$ cat config.mk
export PLATFORM = sky130hd
export DESIGN_NAME = jetson_spi_slave_flat
export DESIGN_NICKNAME = d
export VERILOG_FILES = /design/src/rtl/jetson_spi_slave_if.sv /design/src/rtl/jetson_spi_slave.sv /design/src/flat_wrapper.sv
export SDC_FILE = /design/constraint.sdc
export NUM_CORES = 1
export LEC_CHECK = 0
export ABC_AREA = 1
export CORE_ASPECT_RATIO = 0.75
export CORE_UTILIZATION = 59
export DETAILED_ROUTE_END_ITERATION = 12
export GPL_TIMING_DRIVEN = 0
export PLACE_DENSITY_LB_ADDON = 0.2
export SLEW_MARGIN = 40
export SYNTH_ARGS = -nofsm -noshare
export SYNTH_HDL_FRONTEND = slang
export SYNTH_SLANG_ARGS = --single-unit
$ cat constraint.sdc
create_clock -name clk -period 5.1 [get_ports clk]
set_input_delay 0.765 -clock clk [delete_from_list [all_inputs] [get_ports clk]]
set_output_delay 0.765 -clock clk [all_outputs]
set_load 0.02 [all_outputs]
$ cat src/rtl/jetson_spi_slave_if.sv
// Command strobe, reply FIFO push port and status bundle between the Jetson SPI
// slave and the peripheral dispatcher / reply arbiter.
interface jetson_spi_slave_if #(
    parameter int FIFO_AW = 3
);
    logic             cmd_valid;
    logic [3:0]       cmd_id;
    logic [27:0]      cmd_data;
    logic             rsp_valid;
    logic             rsp_ready;
    logic [3:0]       rsp_id;
    logic [27:0]      rsp_data;
    logic [27:0]      idle_word;
    logic [FIFO_AW:0] rsp_level;
    logic             irq;
    logic             frame_err;

    modport slave (
        output cmd_valid, cmd_id, cmd_data, rsp_ready, rsp_level, irq, frame_err,
        input  rsp_valid, rsp_id, rsp_data, idle_word
    );

    modport master (
        input  cmd_valid, cmd_id, cmd_data, rsp_ready, rsp_level, irq, frame_err,
        output rsp_valid, rsp_id, rsp_data, idle_word
    );
endinterface

$ cat src/rtl/jetson_spi_slave.sv
// SPI mode-0 slave for the Jetson command link: 32-bit full-duplex frames, reply FIFO.
// Optional macro JLINK_CS_TIMEOUT_EN aborts a frame after TIMEOUT_CYCLES of sclk inactivity.
module jetson_spi_slave #(
    parameter int FIFO_AW        = 3,
    parameter int SYNC_STAGES    = 2,
    parameter int TIMEOUT_CYCLES = 4096
) (
    input  logic              clk,
    input  logic              rst_n,
    input  logic              spi_clk_i,
    input  logic              spi_mosi_i,
    input  logic              spi_cs_n_i,
    output logic              spi_miso_o,
    jetson_spi_slave_if.slave bus
);
    localparam int DEPTH = 1 << FIFO_AW;
    localparam logic [FIFO_AW:0]   FULL_LVL = (FIFO_AW + 1)'(DEPTH);
    localparam logic [FIFO_AW:0]   LVL_ONE  = (FIFO_AW + 1)'(1);
    localparam logic [FIFO_AW-1:0] PTR_ONE  = FIFO_AW'(1);

    if (SYNC_STAGES < 2 || TIMEOUT_CYCLES < 1) begin : g_cfg_check
        $error("jetson_spi_slave: SYNC_STAGES must be >= 2 and TIMEOUT_CYCLES >= 1");
    end

    typedef enum logic [1:0] {IDLE, SHIFT, DONE, WAIT_CS} state_e;

    // The cs_n chain resets low so a select already held low after reset
    // produces no falling edge: the link re-arms only after cs_n is seen high.
    logic [SYNC_STAGES:0]   sclk_q, csn_q;
    logic [SYNC_STAGES-1:0] mosi_q;
    logic sclk_rise, sclk_fall, cs_fall, cs_rise, mosi_s;

    always_ff @(posedge clk or negedge rst_n) begin
        if (!rst_n) begin
            sclk_q <= '0;
            csn_q  <= '0;
            mosi_q <= '0;
        end else begin
            sclk_q <= {sclk_q[SYNC_STAGES-1:0], spi_clk_i};
            csn_q  <= {csn_q[SYNC_STAGES-1:0], spi_cs_n_i};
            mosi_q <= {mosi_q[SYNC_STAGES-2:0], spi_mosi_i};
        end
    end

    assign sclk_rise =  sclk_q[SYNC_STAGES-1] & ~sclk_q[SYNC_STAGES];
    assign sclk_fall = ~sclk_q[SYNC_STAGES-1] &  sclk_q[SYNC_STAGES];
    assign cs_rise   =  csn_q[SYNC_STAGES-1]  & ~csn_q[SYNC_STAGES];
    assign cs_fall   = ~csn_q[SYNC_STAGES-1]  &  csn_q[SYNC_STAGES];
    assign mosi_s    =  mosi_q[SYNC_STAGES-1];

    state_e             state_q, state_d;
    logic [31:0]        tx_q, tx_d, rx_q, rx_d;
    logic [5:0]         cnt_q, cnt_d;
    logic               extra_q, extra_d, loaded_q, loaded_d;
    logic               commit, abort, timeout, push, pop;
    logic               cmd_valid_q, frame_err_q;
    logic [3:0]         cmd_id_q;
    logic [27:0]        cmd_data_q;
    logic [31:0]        mem_q [DEPTH];
    logic [FIFO_AW-1:0] wr_ptr_q, rd_ptr_q;
    logic [FIFO_AW:0]   level_q;

`ifdef JLINK_CS_TIMEOUT_EN
    localparam int TO_W = $clog2(TIMEOUT_CYCLES + 1);
    logic [TO_W-1:0] idle_cnt_q;

    always_ff @(posedge clk or negedge rst_n) begin
        if (!rst_n)
            idle_cnt_q <= '0;
        else if (state_q != SHIFT || sclk_rise || sclk_fall)
            idle_cnt_q <= '0;
        else if (idle_cnt_q != TO_W'(TIMEOUT_CYCLES))
            idle_cnt_q <= idle_cnt_q + TO_W'(1);
    end

    assign timeout = (state_q == SHIFT) && (idle_cnt_q == TO_W'(TIMEOUT_CYCLES));
`else
    assign timeout = 1'b0;
`endif

    always_comb begin
        state_d  = state_q;
        tx_d     = tx_q;
        rx_d     = rx_q;
        cnt_d    = cnt_q;
        extra_d  = extra_q;
        loaded_d = loaded_q;
        commit   = 1'b0;
        abort    = 1'b0;
        case (state_q)
            IDLE: begin
                if (cs_fall) begin
                    loaded_d = (level_q != '0);
                    tx_d     = loaded_d ? mem_q[rd_ptr_q] : {4'h0, bus.idle_word};
                    cnt_d    = '0;
                    extra_d  = 1'b0;
                    state_d  = SHIFT;
                end
            end
            SHIFT: begin
                if (cs_rise) begin
                    abort   = 1'b1;
                    state_d = IDLE;
                end else if (sclk_rise) begin
                    rx_d  = {rx_q[30:0], mosi_s};
                    cnt_d = cnt_q + 6'd1;
                    if (cnt_q == 6'd31) state_d = DONE;
                end else if (sclk_fall) begin
                    tx_d = {tx_q[30:0], 1'b0};
                end else if (timeout) begin
                    abort   = 1'b1;
                    state_d = WAIT_CS;
                end
            end
            DONE: begin
                if (sclk_rise) extra_d = 1'b1;
                if (cs_rise) begin
                    commit  = ~extra_q;
                    abort   =  extra_q;
                    state_d = IDLE;
                end
            end
            WAIT_CS: begin
                if (csn_q[SYNC_STAGES-1]) state_d = IDLE;
            end
            default: state_d = IDLE;
        endcase
    end

    assign push = bus.rsp_valid && bus.rsp_ready;
    assign pop  = commit && loaded_q;

    always_ff @(posedge clk or negedge rst_n) begin
        if (!rst_n) begin
            state_q     <= IDLE;
            cnt_q       <= '0;
            extra_q     <= 1'b0;
            loaded_q    <= 1'b0;
            cmd_valid_q <= 1'b0;
            cmd_id_q    <= '0;
            cmd_data_q  <= '0;
            frame_err_q <= 1'b0;
            wr_ptr_q    <= '0;
            rd_ptr_q    <= '0;
            level_q     <= '0;
        end else begin
            state_q     <= state_d;
            cnt_q       <= cnt_d;
            extra_q     <= extra_d;
            loaded_q    <= loaded_d;
            frame_err_q <= abort;
            cmd_valid_q <= commit && (rx_q[31:28] != 4'h0);
            if (commit && (rx_q[31:28] != 4'h0)) begin
                cmd_id_q   <= rx_q[31:28];
                cmd_data_q <= rx_q[27:0];
            end
            if (push) wr_ptr_q <= wr_ptr_q + PTR_ONE;
            if (pop)  rd_ptr_q <= rd_ptr_q + PTR_ONE;
            case ({push, pop})
                2'b10:   level_q <= level_q + LVL_ONE;
                2'b01:   level_q <= level_q - LVL_ONE;
                default: level_q <= level_q;
            endcase
        end
    end

    always_ff @(posedge clk) begin
        tx_q <= tx_d;
        rx_q <= rx_d;
        if (push) mem_q[wr_ptr_q] <= {bus.rsp_id, bus.rsp_data};
    end

    // miso is only meaningful while shifting; tx_q[31] is the bit on the wire.
    assign spi_miso_o    = (state_q == SHIFT) && tx_q[31];
    assign bus.cmd_valid = cmd_valid_q;
    assign bus.cmd_id    = cmd_id_q;
    assign bus.cmd_data  = cmd_data_q;
    assign bus.frame_err = frame_err_q;
    assign bus.rsp_level = level_q;
    assign bus.irq       = (level_q != '0);
    assign bus.rsp_ready = (level_q != FULL_LVL);
endmodule

$ cat src/flat_wrapper.sv
// flat-port wrapper written by rule: the top's interface ports become plain ports
module jetson_spi_slave_flat 
#(
    parameter int FIFO_AW        = 3,
    parameter int SYNC_STAGES    = 2,
    parameter int TIMEOUT_CYCLES = 4096
)
  (clk, rst_n, spi_clk_i, spi_mosi_i, spi_cs_n_i, spi_miso_o, bus_cmd_valid, bus_cmd_id, bus_cmd_data, bus_rsp_ready, bus_rsp_level, bus_irq, bus_frame_err, bus_rsp_valid, bus_rsp_id, bus_rsp_data, bus_idle_word);
  jetson_spi_slave_if #(.FIFO_AW(FIFO_AW)) bus_i ();
  input  logic clk;
  input  logic rst_n;
  input  logic spi_clk_i;
  input  logic spi_mosi_i;
  input  logic spi_cs_n_i;
  output logic spi_miso_o;
  output wire logic [$bits(bus_i.cmd_valid)-1:0] bus_cmd_valid;
  output wire logic [$bits(bus_i.cmd_id)-1:0] bus_cmd_id;
  output wire logic [$bits(bus_i.cmd_data)-1:0] bus_cmd_data;
  output wire logic [$bits(bus_i.rsp_ready)-1:0] bus_rsp_ready;
  output wire logic [$bits(bus_i.rsp_level)-1:0] bus_rsp_level;
  output wire logic [$bits(bus_i.irq)-1:0] bus_irq;
  output wire logic [$bits(bus_i.frame_err)-1:0] bus_frame_err;
  input wire logic [$bits(bus_i.rsp_valid)-1:0] bus_rsp_valid;
  input wire logic [$bits(bus_i.rsp_id)-1:0] bus_rsp_id;
  input wire logic [$bits(bus_i.rsp_data)-1:0] bus_rsp_data;
  input wire logic [$bits(bus_i.idle_word)-1:0] bus_idle_word;
  assign bus_cmd_valid = bus_i.cmd_valid;
  assign bus_cmd_id = bus_i.cmd_id;
  assign bus_cmd_data = bus_i.cmd_data;
  assign bus_rsp_ready = bus_i.rsp_ready;
  assign bus_rsp_level = bus_i.rsp_level;
  assign bus_irq = bus_i.irq;
  assign bus_frame_err = bus_i.frame_err;
  assign bus_i.rsp_valid = bus_rsp_valid;
  assign bus_i.rsp_id = bus_rsp_id;
  assign bus_i.rsp_data = bus_rsp_data;
  assign bus_i.idle_word = bus_idle_word;
  jetson_spi_slave #(.FIFO_AW(FIFO_AW), .SYNC_STAGES(SYNC_STAGES), .TIMEOUT_CYCLES(TIMEOUT_CYCLES)) u_core (.clk(clk), .rst_n(rst_n), .spi_clk_i(spi_clk_i), .spi_mosi_i(spi_mosi_i), .spi_cs_n_i(spi_cs_n_i), .spi_miso_o(spi_miso_o), .bus(bus_i));
endmodule
# --- After elaboration in Yosys (flattened, before gate mapping) ---
# Memories as Yosys holds them, arrays and structs flattened.
# Cells that the tools add are included.
classes:
  add_sub_neg: 5
  n_eq_ne: 17
  muxes: 28
  n_bitwise: 10
  n_reduce_logical: 16
ops:
  columns: ["op", "n"]
  rows:
  - ["$mux 32", 5]
  - ["$pmux 32 s2", 1]
  - ["$mux 6", 3]
  - ["$mux 2", 6]
  - ["$ne 2x1->1 const B", 6]
  - ["$pmux 6 s2", 1]
  - ["$reduce_and 5->1", 2]
  - ["$mux 1", 8]
  - ["$pmux 2 s4", 1]
  - ["$pmux 4 s2", 1]
  - ["$reduce_bool 4->1", 2]
  - ["$add 3x1->3 const B", 2]
  - ["$add 6x1->6 const B", 1]
  - ["$eq 2x2->1 const B", 3]
  - ["$eq 6x5->1 const B", 1]
  - ["$ne 3x1->1 const B", 2]
  - ["$not 1->1", 6]
  - ["$reduce_and 3->1", 2]
  - ["$reduce_bool 2->1", 3]
  - ["$add 4x1->4 const B", 1]
  - ["$and 1x1->1", 4]
  - ["$eq 2x1->1 const B", 2]
  - ["$logic_and 1x1->1", 4]
  - ["$ne 2x2->1 const B", 2]
  - ["other kinds (6)", 7]
totals:
  regBits: 126
  ramBits: 256
  inputBits: 66
  output_inout_bits: 41
  elab_cells: 93
  memories: 1
mem_list:
  columns: ["name", "depth", "width", "read_ports", "rd_clocked_by_memory_dff", "write_ports", "line_no", "source"]
  rows:
  - ["u_core.mem_q", 8, 32, 1, 0, 1, "jetson_spi_slave.sv:59", "logic [31:0] mem_q [DEPTH];"]

# --- Longest topological paths before layout ---
# Gate-level depths: netlist of run 1.
logic_depth:
  depth_word: 7
  depth_mapped: 12
  ltp_nobuf: 12

# --- Worst setup path before layout of run 1 ---
# Ideal clock, no wire load.
synth_timing:
  path_kind: "reg-to-reg"
  from: "register u_core.state_q[1]"
  to: "register u_core.rx_q[0], enable pin"
  setup_time_ns: 0.461
  arrival_ns: 3.335
  required_ns: 4.639
  slack_ns: 1.304
  path_stages_with_launch: 9
  path_buffers: 2
  synth_period_minus_slack_ns: 3.796
  path_cell_list: "dfrtp_1 inv_1 ha_1 buf_4 inv_2 buf_2 nor2_2 inv_1 nor3_1"
synth_between:
  elab_chain_len: 2
synth_lines:
  columns: ["element", "line_no", "source"]
  rows:
  - ["from (decl)", "jetson_spi_slave.sv:51", "state_e state_q, state_d;"]
  - ["from (signal assigned)", "jetson_spi_slave.sv:147", "state_q <= state_d;"]
  - ["$eq 2x1->1", "jetson_spi_slave.sv:90", "case (state_q)"]
  - ["$reduce_and 3->1 (no source line)", null, null]
  - ["to (signal assigned)", "jetson_spi_slave.sv:169", "rx_q <= rx_d;"]
  - ["to (decl)", "jetson_spi_slave.sv:52", "logic [31:0] tx_q, tx_d, rx_q, rx_d;"]
# Every way passes these cells.
# A chain may end at the register's enable or synchronous reset.

# --- Final worst setup path of run 1 ---
layout_timing:
  from: "register u_core.level_q[1] (netlist: u_core.bus.rsp_level[1])"
  to: "output port bus_irq"
layout_between:
  elab_chain_len: 1
layout_lines:
  columns: ["element", "line_no", "source"]
  rows:
  - ["from (decl)", "jetson_spi_slave.sv:61", "logic [FIFO_AW:0] level_q;"]
  - ["from (signal assigned)", "jetson_spi_slave.sv:160", "2'b10: level_q <= level_q + LVL_ONE;"]
  - ["from (signal assigned)", "jetson_spi_slave.sv:161", "2'b01: level_q <= level_q - LVL_ONE;"]
  - ["from (signal assigned)", "jetson_spi_slave.sv:162", "default: level_q <= level_q;"]
  - ["$reduce_bool 4->1", "jetson_spi_slave.sv:180", "assign bus.irq = (level_q != '0);"]
  - ["to (decl)", "flat_wrapper.sv:21", "output wire logic [$bits(bus_i.irq)-1:0] bus_irq;"]
# Every way passes these cells.

==> results of run 1 <==
per-layer routing:
layer	global-route usage, %	up-vias	share of wire [%]
met3	5.16	111	11
met5	0	-	0.028
met4	11.8	2	3.1
li1	-	4954	-
met1	42.3	5103	41
met2	43.6	598	45
through the flow:
step	std cells	area [sq um]	setup slack, ns
CTS	1902	18800	1.90
floorplan	1362	15600	1.30
global route	1902	18800	1.82
detailed placement	1835	17700	2.24
global placement	1812	17100	0.171
finish	1902	18800	1.88
path summary, 6_finish.rpt:
check / startpoint / endpoint
setup / recovery: u_core.bus.rsp_level[1] / bus_irq
hold / removal: rst_n / u_core.rd_ptr_q[2]
setup reg to reg: u_core.state_q[0] / u_core.bus.rsp_level[2]
hold reg to reg: u_core.mosi_q[0] / u_core.mosi_q[1]
max in group asynchronous: rst_n / u_core.bus.cmd_data[19]
min in group clk: u_core.mosi_q[0] / u_core.mosi_q[1]
kinds of logic (layout without fill, tap and decap cells):
kind of cell             Yosys count  after routing  share of synthesized area [%]
AND/OR/NAND/NOR                  603            603                           15.8
buffers and inverters            193            389                           5.38
flip-flops                       382            382                           71.3
AO/OA/AOI/OAI                    165            165                           6.13
XOR/XNOR                           9              9                          0.504
adder cells (fa/ha/maj)           10             10                          0.800
final cells by class:
| cell class | instances | area (sq um) | share of cell area (%) |
|---|---|---|---|
| plain buffers | 66 | 362 | 1.92 |
| clock buffers | 52 | 1040 | 5.54 |
| clock inverters | 15 | 116 | 0.617 |
| inverters | 127 | 480 | 2.55 |
| multi-input cells | 787 | 3720 | 19.7 |
| flip-flops and latches | 382 | 11200 | 59.2 |
| well taps | 344 | 430 | 2.28 |
| repair buffers | 129 | 1540 | 8.16 |
synthesized netlist by cell type, types with 2 or more instances:
cell / number
buf_1: 2
clkbuf_1: 20
buf_2: 27
ha_1: 10
nor3_1: 2
buf_6: 5
a21oi_2: 8
a21oi_1: 23
o21ai_1: 2
dfrtp_1: 62
nand4_1: 3
nor2_2: 7
nand3_1: 110
nand2_1: 321
nor2_4: 2
nor2_1: 151
xor2_1: 8
edfxtp_1: 320
o211ai_1: 39
buf_4: 11
or2_2: 2
inv_1: 120
inv_2: 4
o21ai_0: 91
cell usage in the layout, fill, tap and decap left out, drive strengths merged:
| cell | n |
|---|---|
| a21o | 1 |
| a21oi | 31 |
| a32oi | 1 |
| buf | 69 |
| bufinv | 1 |
| clkbuf | 73 |
| clkdlybuf4s50 | 105 |
| clkinv | 14 |
| clkinvlp | 1 |
| dfrtp | 62 |
| edfxtp | 320 |
| ha | 10 |
| inv | 126 |
| nand2 | 323 |
| nand3 | 110 |
| nand4 | 3 |
| nor2 | 160 |
| nor3 | 4 |
| o211ai | 39 |
| o21ai | 93 |
| or2 | 3 |
| xnor2 | 1 |
| xor2 | 8 |
critical path, delay by kind of cell, from the launching register on:
family                 cells  cell delay [ns]
buffers and inverters      4             1.00
and+or+nand+nor            2             0.49
DFF                        1             0.44
sequential cells by signal, summed over array words and instances, names as in the netlist, 3 cells and up:
register,flops
u_core.cnt_q,6
u_core.sclk_q,3
u_core.csn_q,3
u_core.bus.cmd_id,4
u_core.rx_q,32
u_core.tx_q,32
u_core.rd_ptr_q,3
u_core.wr_ptr_q,3
u_core.bus.rsp_level,4
u_core.bus.cmd_data,28
u_core.mem_q,256
power groups by stage:
stage	clock, mW	combinational (mW)	sequential, mW
4_1_cts	2.66	3.52	4.38
3_5_place_dp	0	3.49	4.44
3_3_place_gp	0	3.14	4.46
2_1_floorplan	0	1.83	4.57
5_1_grt	2.78	3.85	4.44
6_report	2.64	3.56	4.39
==> flow_summary.ini, run 1 <==
[outcome]
status = finished clean

[power]
pwr-share-comb_pct = 33.6
switching_share_pct = 35.3
total_power_mw = 10.6
p_seq_share_pct = 41.4
p_leak_nw = 7.45
p_per_area_nw_per_um2 = 562
clkPwrFrac_pct = 24.9
peakVddDrop_v = 0.000321
cellInternalPower_mw = 6.85
p_switching_mw = 3.74

[layout]
fin_util_pct = 72.6
nets = 1607
drive_gt1_share_pct = 10.3
fillers = 1724
num_antenna_cells = 0
area_growth_pct = 20.5

[timing]
skew_ns = 0.0290
hold_viol = 0
tightest_slew_ns = 0.777
post-route-min-period_ns = 3.22
hold_ws_ns = 0.216
grt_setup_unrepaired = false
relSlewSlack_pct = 48.2
finalCritPeriodShare_pct = 63.1
setup_viol = 0
drv_slew = 0
clock.fmax_mhz = 311
finalSetupTns_ns = 0

[route]
ant_nets = 0
drc = 0
vias_per_cell = 5.66
drt-initial-drc-count = 1389
routedWlPerCell_um = 20.3
drt_pre_antenna_iters = 6
drt_wl_total_um = 38700
num_vias = 10768

[critical_path]
arrival_ns = 2.45
r2r_slack_ns = 2.41
critPathCaptureType = primary output
crit_required_ns = 4.34
crit_path_max_incr_delay_ns = 0.54
r2r_cells = 12
start_kind = flop
crit_chain = inv_2 > nand2_4 > nor3_4 > inv_4 > buf_6 > clkdlybuf4s50_1
worstSetupPathType = flop to primary output
crit_fanout = 10
cp_slowest_cell = clkdlybuf4s50_1

[floorplan]
die_y_um = 143
rows = 51
dieWidth_um = 190
dieArea_sq_um = 27200
core_sq_um = 26000
io_pins = 107
start_util_pct = 60.2

[global_routing]
grt_pass1_vias = 10335
grt_pass1_wl_um = 58200
track_usage_pct = 29.0
grt_overflow = 0
grt_max_degree = 35
antenna_found_initial = 1

[clock_network]
cts_sinks = 382
clockBufferDepth = 3
cts.clk_slew.worst_paths_ns = 0.06
post_cts_buffers = 0
clk_latency_ns = 0.53
hold_buffers = 0
htree_num_levels = 2
post_cts_resized = 0
cts_buffers = 38
cts_tree = yes
cts-root-buf = clkbuf_16

[synth]
ys_types = 36
synth_edf_count = 320
ys_ff_latch = 382
ys_seq_area_share_pct = 71.3
async_flop_share_pct = 16.2
syn_avg_cell_area_sq_um = 11.5
syn_nets = 1438
synth_top_area_share_pct = 61.4
synth_top_area_cell = edfxtp_1
yosysWarningCount = 0
syn_inst = 1362
synth_top_cells_by_area = edfxtp_1 61%, dfrtp_1 9.9%, nand2_1 7.7%, nor2_1 3.6%, nand3_1 3.5%
synth_area_sq_um = 15600
ys.flop_type = edfxtp_1

[placed_design]
io_buffer_count = 106
gp_congestion = 0.836
dp_hpwl_um = 25500

[flow_run]
cap_violations = 0

[worst_hold_path]
hold_class = input port to asynchronous set/reset pin
Note: power is estimated with default switching activity, not from simulation.
==> run 2: changes to the inputs <==
- CORE_UTILIZATION: 59 -> 53
- clock period: 5.1 -> 2.8 ns (I/O delays scaled with it)
==> flow_summary.ini, run 2 (synthesis results as in run 1) <==
[outcome]
status = finished clean

[clock_network]
cts_sinks = 382
htree_num_levels = 2
clockBufferDepth = 3
clk_latency_ns = 0.53
cts_tree = yes
cts-root-buf = clkbuf_16
cts_buffers = 37
cts.clk_slew.worst_paths_ns = 0.06

[timing]
clock.fmax_mhz = 374
grt_setup_unrepaired = false
drv_slew = 0
skew_ns = 0.0176
fin_ws_ns = 0.126
finalCritPeriodShare_pct = 95.5
hold_viol = 0
relSlewSlack_pct = 50.3
tightest_slew_ns = 0.746
post-route-min-period_ns = 2.67
setup_viol = 0
finalSetupTns_ns = 0

[floorplan]
die_y_um = 151
core_sq_um = 29100
io_pins = 107
start_util_pct = 53.9
rows = 54
dieArea_sq_um = 30200
dieWidth_um = 200

[critical_path]
arrival_ns = 2.25
crit_path_max_incr_delay_ns = 0.54
crit_required_ns = 2.38
crit_fanout = 10
r2r_slack_ns = 0.30
worstSetupEndpoint = bus_irq
cp_num_buf_inv = 4
worstSetupPathType = flop to primary output
r2r_cells = 10
worst-path-stages = 6
critPathCaptureType = primary output
rr_endpoint = u_core.rx_q[1]
start_kind = flop
crit_start = u_core.bus.rsp_level[0]
cpLargestDelayFamily = buffers and inverters
crit_chain = clkinv_2 > nand2_4 > nor3_4 > inv_4 > buf_6 > clkdlybuf4s50_1
reg2reg_from = u_core.state_q[1]
cp_slowest_cell = clkdlybuf4s50_1

[layout]
mostFrequentLayoutCell = nand2_1
final_cell_mix = 321 x nand2_1, 320 x edfxtp_1, 142 x nor2_1
area_growth_pct = 20.9
largest_reg_flops = 256
fin_util_pct = 65.1
num_antenna_cells = 0
top_regs = u_core.mem_q: 256 flops, u_core.rx_q: 32 flops, u_core.tx_q: 32 flops
nets = 1606
top_register = u_core.mem_q
drive_gt1_share_pct = 10.1

[worst_hold_path]
hold_class = input port to asynchronous set/reset pin

[placed_design]
pre_cts_slack_ns = 0.254
gp_congestion = 0.861
dp_hpwl_um = 25200
io_buffer_count = 106

[global_routing]
grt_pass1_wl_um = 56400
track_usage_pct = 25.1
grt_overflow = 0
antenna_found_initial = 0
grt_max_degree = 38
grt_pass1_vias = 9913

[route]
drt-initial-drc-count = 1009
vias_per_cell = 5.42
num_vias = 10582
drt_pre_antenna_iters = 5
routedWlPerCell_um = 19.2
drc = 0
ant_nets = 0
drt_wl_total_um = 37400

[power]
p_per_area_nw_per_um2 = 1010
peakVddDrop_v = 0.000494
p_leak_nw = 7.47

[flow_run]
cap_violations = 0
## run 2: layout make-up
| type | instances | area [sq um] |
|---|---|---|
| clock inverters | 16 | 131 |
| clock buffers | 52 | 1040 |
| repair buffers | 129 | 1530 |
| fillers | 2183 | 10100 |
| inverters | 127 | 480 |
| flip-flops and latches | 382 | 11200 |
| multi-input cells | 787 | 3720 |
| well taps | 392 | 490 |
| plain buffers | 66 | 362 |
## run 2: where the power goes
part	leakage [nW]	switching [mW]	total, mW	internal, mW
clock	0.580	2.04	4.84	2.80
sequential	3.71	0.428	7.98	7.55
combinational	3.18	4.16	6.34	2.18
total	7.47	6.63	19.2	12.5
## run 2: worst reg2reg max path, delay by kind of cell, from the launching register on
family,cells,cell delay (ns)
buffers and inverters,7,1.05
flip-flops,1,0.42
adder cells (fa/ha/maj),1,0.15
AND/OR/NAND/NOR,2,0.60
## run 2: through the flow
| step | area (sq um) | hold slack [ns] | instances | power [mW] |
|---|---|---|---|---|
| floorplan | 15700 | 0.124 | 1362 | 11.7 |
| global placement | 17200 | 0.335 | 1860 | 13.8 |
| detailed placement | 17700 | 0.225 | 1881 | 14.3 |
| CTS | 18900 | 0.230 | 1951 | 19.1 |
| global route | 18900 | 0.239 | 1951 | 20.1 |
| finish | 18900 | 0.244 | 1951 | 19.2 |
## run 2: per-layer routing
layer / routed length (um) / up-vias / part of all wire [%] / track usage (%)
li1: - / 4952 / - / -
met1: 16700 / 5040 / 45 / 37.5
met2: 16600 / 518 / 45 / 37.8
met3: 3360 / 72 / 9.0 / 4.52
met4: 710 / 0 / 1.9 / 7.10
met5: 0 / - / 0 / 0
## run 2: worst min path at each step
stage / from / to / slack (ns) / cells past startpoint
floorplan: rst_n / u_core.bus.cmd_data[0] / 0.12 / 0
global placement: u_core.sclk_q[0] / u_core.sclk_q[1] / 0.33 / 0
detailed placement: rst_n / u_core.bus.cmd_data[13] / 0.22 / 1
CTS: rst_n / u_core.bus.cmd_data[13] / 0.23 / 2
global route: rst_n / u_core.bus.cmd_data[13] / 0.24 / 2
finish: rst_n / u_core.bus.cmd_data[13] / 0.24 / 2
## run 2: timing repair
item                                    in CTS  in global routing
hold buffers                                 1                  0
gates resized for setup                      0                  1
endpoints found under the setup margin       1                  1
hold endpoints to repair                    39                  0
pin swaps                                    1                  0
setup buffers                                1                  0
cloned                                       0                  0
==> run 3: changes to the inputs <==
- CAP_MARGIN: unset -> 25
- CORE_UTILIZATION: 53 -> 40
==> flow_summary.ini, run 3 (synthesis results as in run 1) <==
[global_routing]
grtUsageMet2_pct = 30.3
grt_overflow = 0
grt_max_degree = 44
grt_pass1_vias = 10129
busiest_layer = met1
use_met3_pct = 3.50
track_usage_pct = 20.6
grt_pass1_wl_um = 61000
grtUsageMet1_pct = 31.1
antenna_found_initial = 3

[power]
clkPwrFrac_pct = 25.6
cellInternalPower_mw = 12.5
p_seq_share_pct = 41.3
pwr-share-comb_pct = 33.1
p_switching_mw = 6.79
p_per_area_nw_per_um2 = 1010
peakVddDrop_v = 0.000476
p_leak_nw = 7.44
switching_share_pct = 35.2

[clock_network]
cts-root-buf = clkbuf_16
htree_num_levels = 2
cts_tree = yes
clk_latency_ns = 0.53
cts.clk_slew.worst_paths_ns = 0.06
cts_sinks = 382
clockBufferDepth = 3
cts_buffers = 39

[placed_design]
dp_hpwl_um = 27000
placedCellCount = 2000
post_dp_cell_area_sq_um = 17800
gp_congestion = 0.797
io_buffer_count = 106

[floorplan]
rows = 62
dieArea_sq_um = 39900
io_pins = 107
start_util_pct = 40.7
core_sq_um = 38400
die_y_um = 173
dieWidth_um = 230

[critical_path]
cp_slowest_cell = clkdlybuf4s50_1
start_kind = flop
crit_chain = inv_2 > nand2_4 > nor3_4 > inv_4 > buf_6 > clkdlybuf4s50_1
cpLargestDelayFamily = buffers and inverters
crit_fanout = 10
r2r_slack_ns = 0.28
critPathCaptureType = primary output
worstSetupPathType = flop to primary output
arrival_ns = 2.29
crit_required_ns = 2.38
cp_num_buf_inv = 4
crit_path_max_incr_delay_ns = 0.54

[layout]
top_register = u_core.mem_q
largest_reg_flops = 256
finalNonFillerCells = 2074
fin_util_pct = 49.7
final_cell_mix = 320 x nand2_1, 320 x edfxtp_1, 142 x nor2_1
nets = 1607
drive_gt1_share_pct = 10.4
design_area_sq_um = 19100
top_regs = u_core.mem_q: 256 flops, u_core.rx_q: 32 flops, u_core.tx_q: 32 flops
area_growth_pct = 21.9

[route]
ant_nets = 0
drc = 0
drt_pre_antenna_iters = 5
num_vias = 10423
drt-initial-drc-count = 976
vias_per_cell = 5.03
drt_wl_total_um = 40300
routedWlPerCell_um = 19.4

[timing]
relSlewSlack_pct = 49.4
tightest_slew_ns = 0.760
drv_slew = 0
post-route-min-period_ns = 2.71
hold_viol = 0
grt_setup_unrepaired = false
hold_ws_ns = 0.308
finalCritPeriodShare_pct = 96.8
clock.fmax_mhz = 369
setup_viol = 0
skew_ns = 0.00984

[flow_run]
cap_violations = 0

[worst_hold_path]
hold_class = input port to asynchronous set/reset pin

[outcome]
status = finished clean
run 3: area by class of cell:
cell class | count | area (sq um)
Clock buffer | 54 | 1080
Tap cell | 512 | 641
Clock inverter | 17 | 113
Timing Repair Buffer | 128 | 1500
Multi-Input combinational cell | 787 | 3730
Fill cell | 3401 | 19300
Antenna cell | 1 | 2.50
Buffer | 66 | 362
Sequential cell | 382 | 11200
Inverter | 127 | 480
run 3: power by group through the flow:
stage	Clock [mW]	Sequential [mW]	Combinational [mW]
floorplan	0	8.31	3.34
global placement	0	8.12	5.91
detailed placement	0	8.08	6.35
CTS	5.03	7.98	6.40
global route	5.25	8.09	7.00
finish	4.94	7.98	6.39
run 3: repair_timing:
item / 4_1_cts / 5_1_grt
setup endpoints to repair: 2 / 2
buffers inserted: 1 / 0
resized for setup: 1 / 3
pin swaps: 1 / 0
hold endpoints to repair: 19 / 0
hold buffers: 1 / 0
run 3: stage by stage:
step                power (mW)  setup WS [ns]  TNS, ns
floorplan                 11.7         -0.415   -53.08
global placement          14.0          -2.01  -401.83
CTS                       19.4         0.0684        0
finish                    19.3         0.0903        0
global route              20.3        0.00866        0
detailed placement        14.4          0.119        0
run 3: worst paths after layout:
kind / depth (start not counted) / end / start
worst max-delay path: 6 / bus_irq / u_core.bus.rsp_level[1]
worst min-delay path: 2 / u_core.bus.cmd_data[14] / rst_n
worst max register to register: 10 / u_core.mem_q[3][31] / u_core.bus.rsp_level[0]
worst min register to register: 0 / u_core.csn_q[1] / u_core.csn_q[0]
max in group asynchronous: 3 / u_core.bus.cmd_data[21] / rst_n
min in group clk: 1 / u_core.csn_q[0] / spi_cs_n_i
run 3: per-layer routing:
metal	vias to the layer above	part of all wire (%)
met4	2	1.9
met1	5051	47
met2	360	44
met5	-	0.042
li1	4949	-
met3	61	7.1
run 3: worst reg2reg max path, delay by kind of cell, from the launching register on:
| family | cells | cell delay (ns) |
|---|---|---|
| simple gates | 5 | 1.07 |
| buf+inv | 5 | 0.72 |
| flops | 1 | 0.43 |
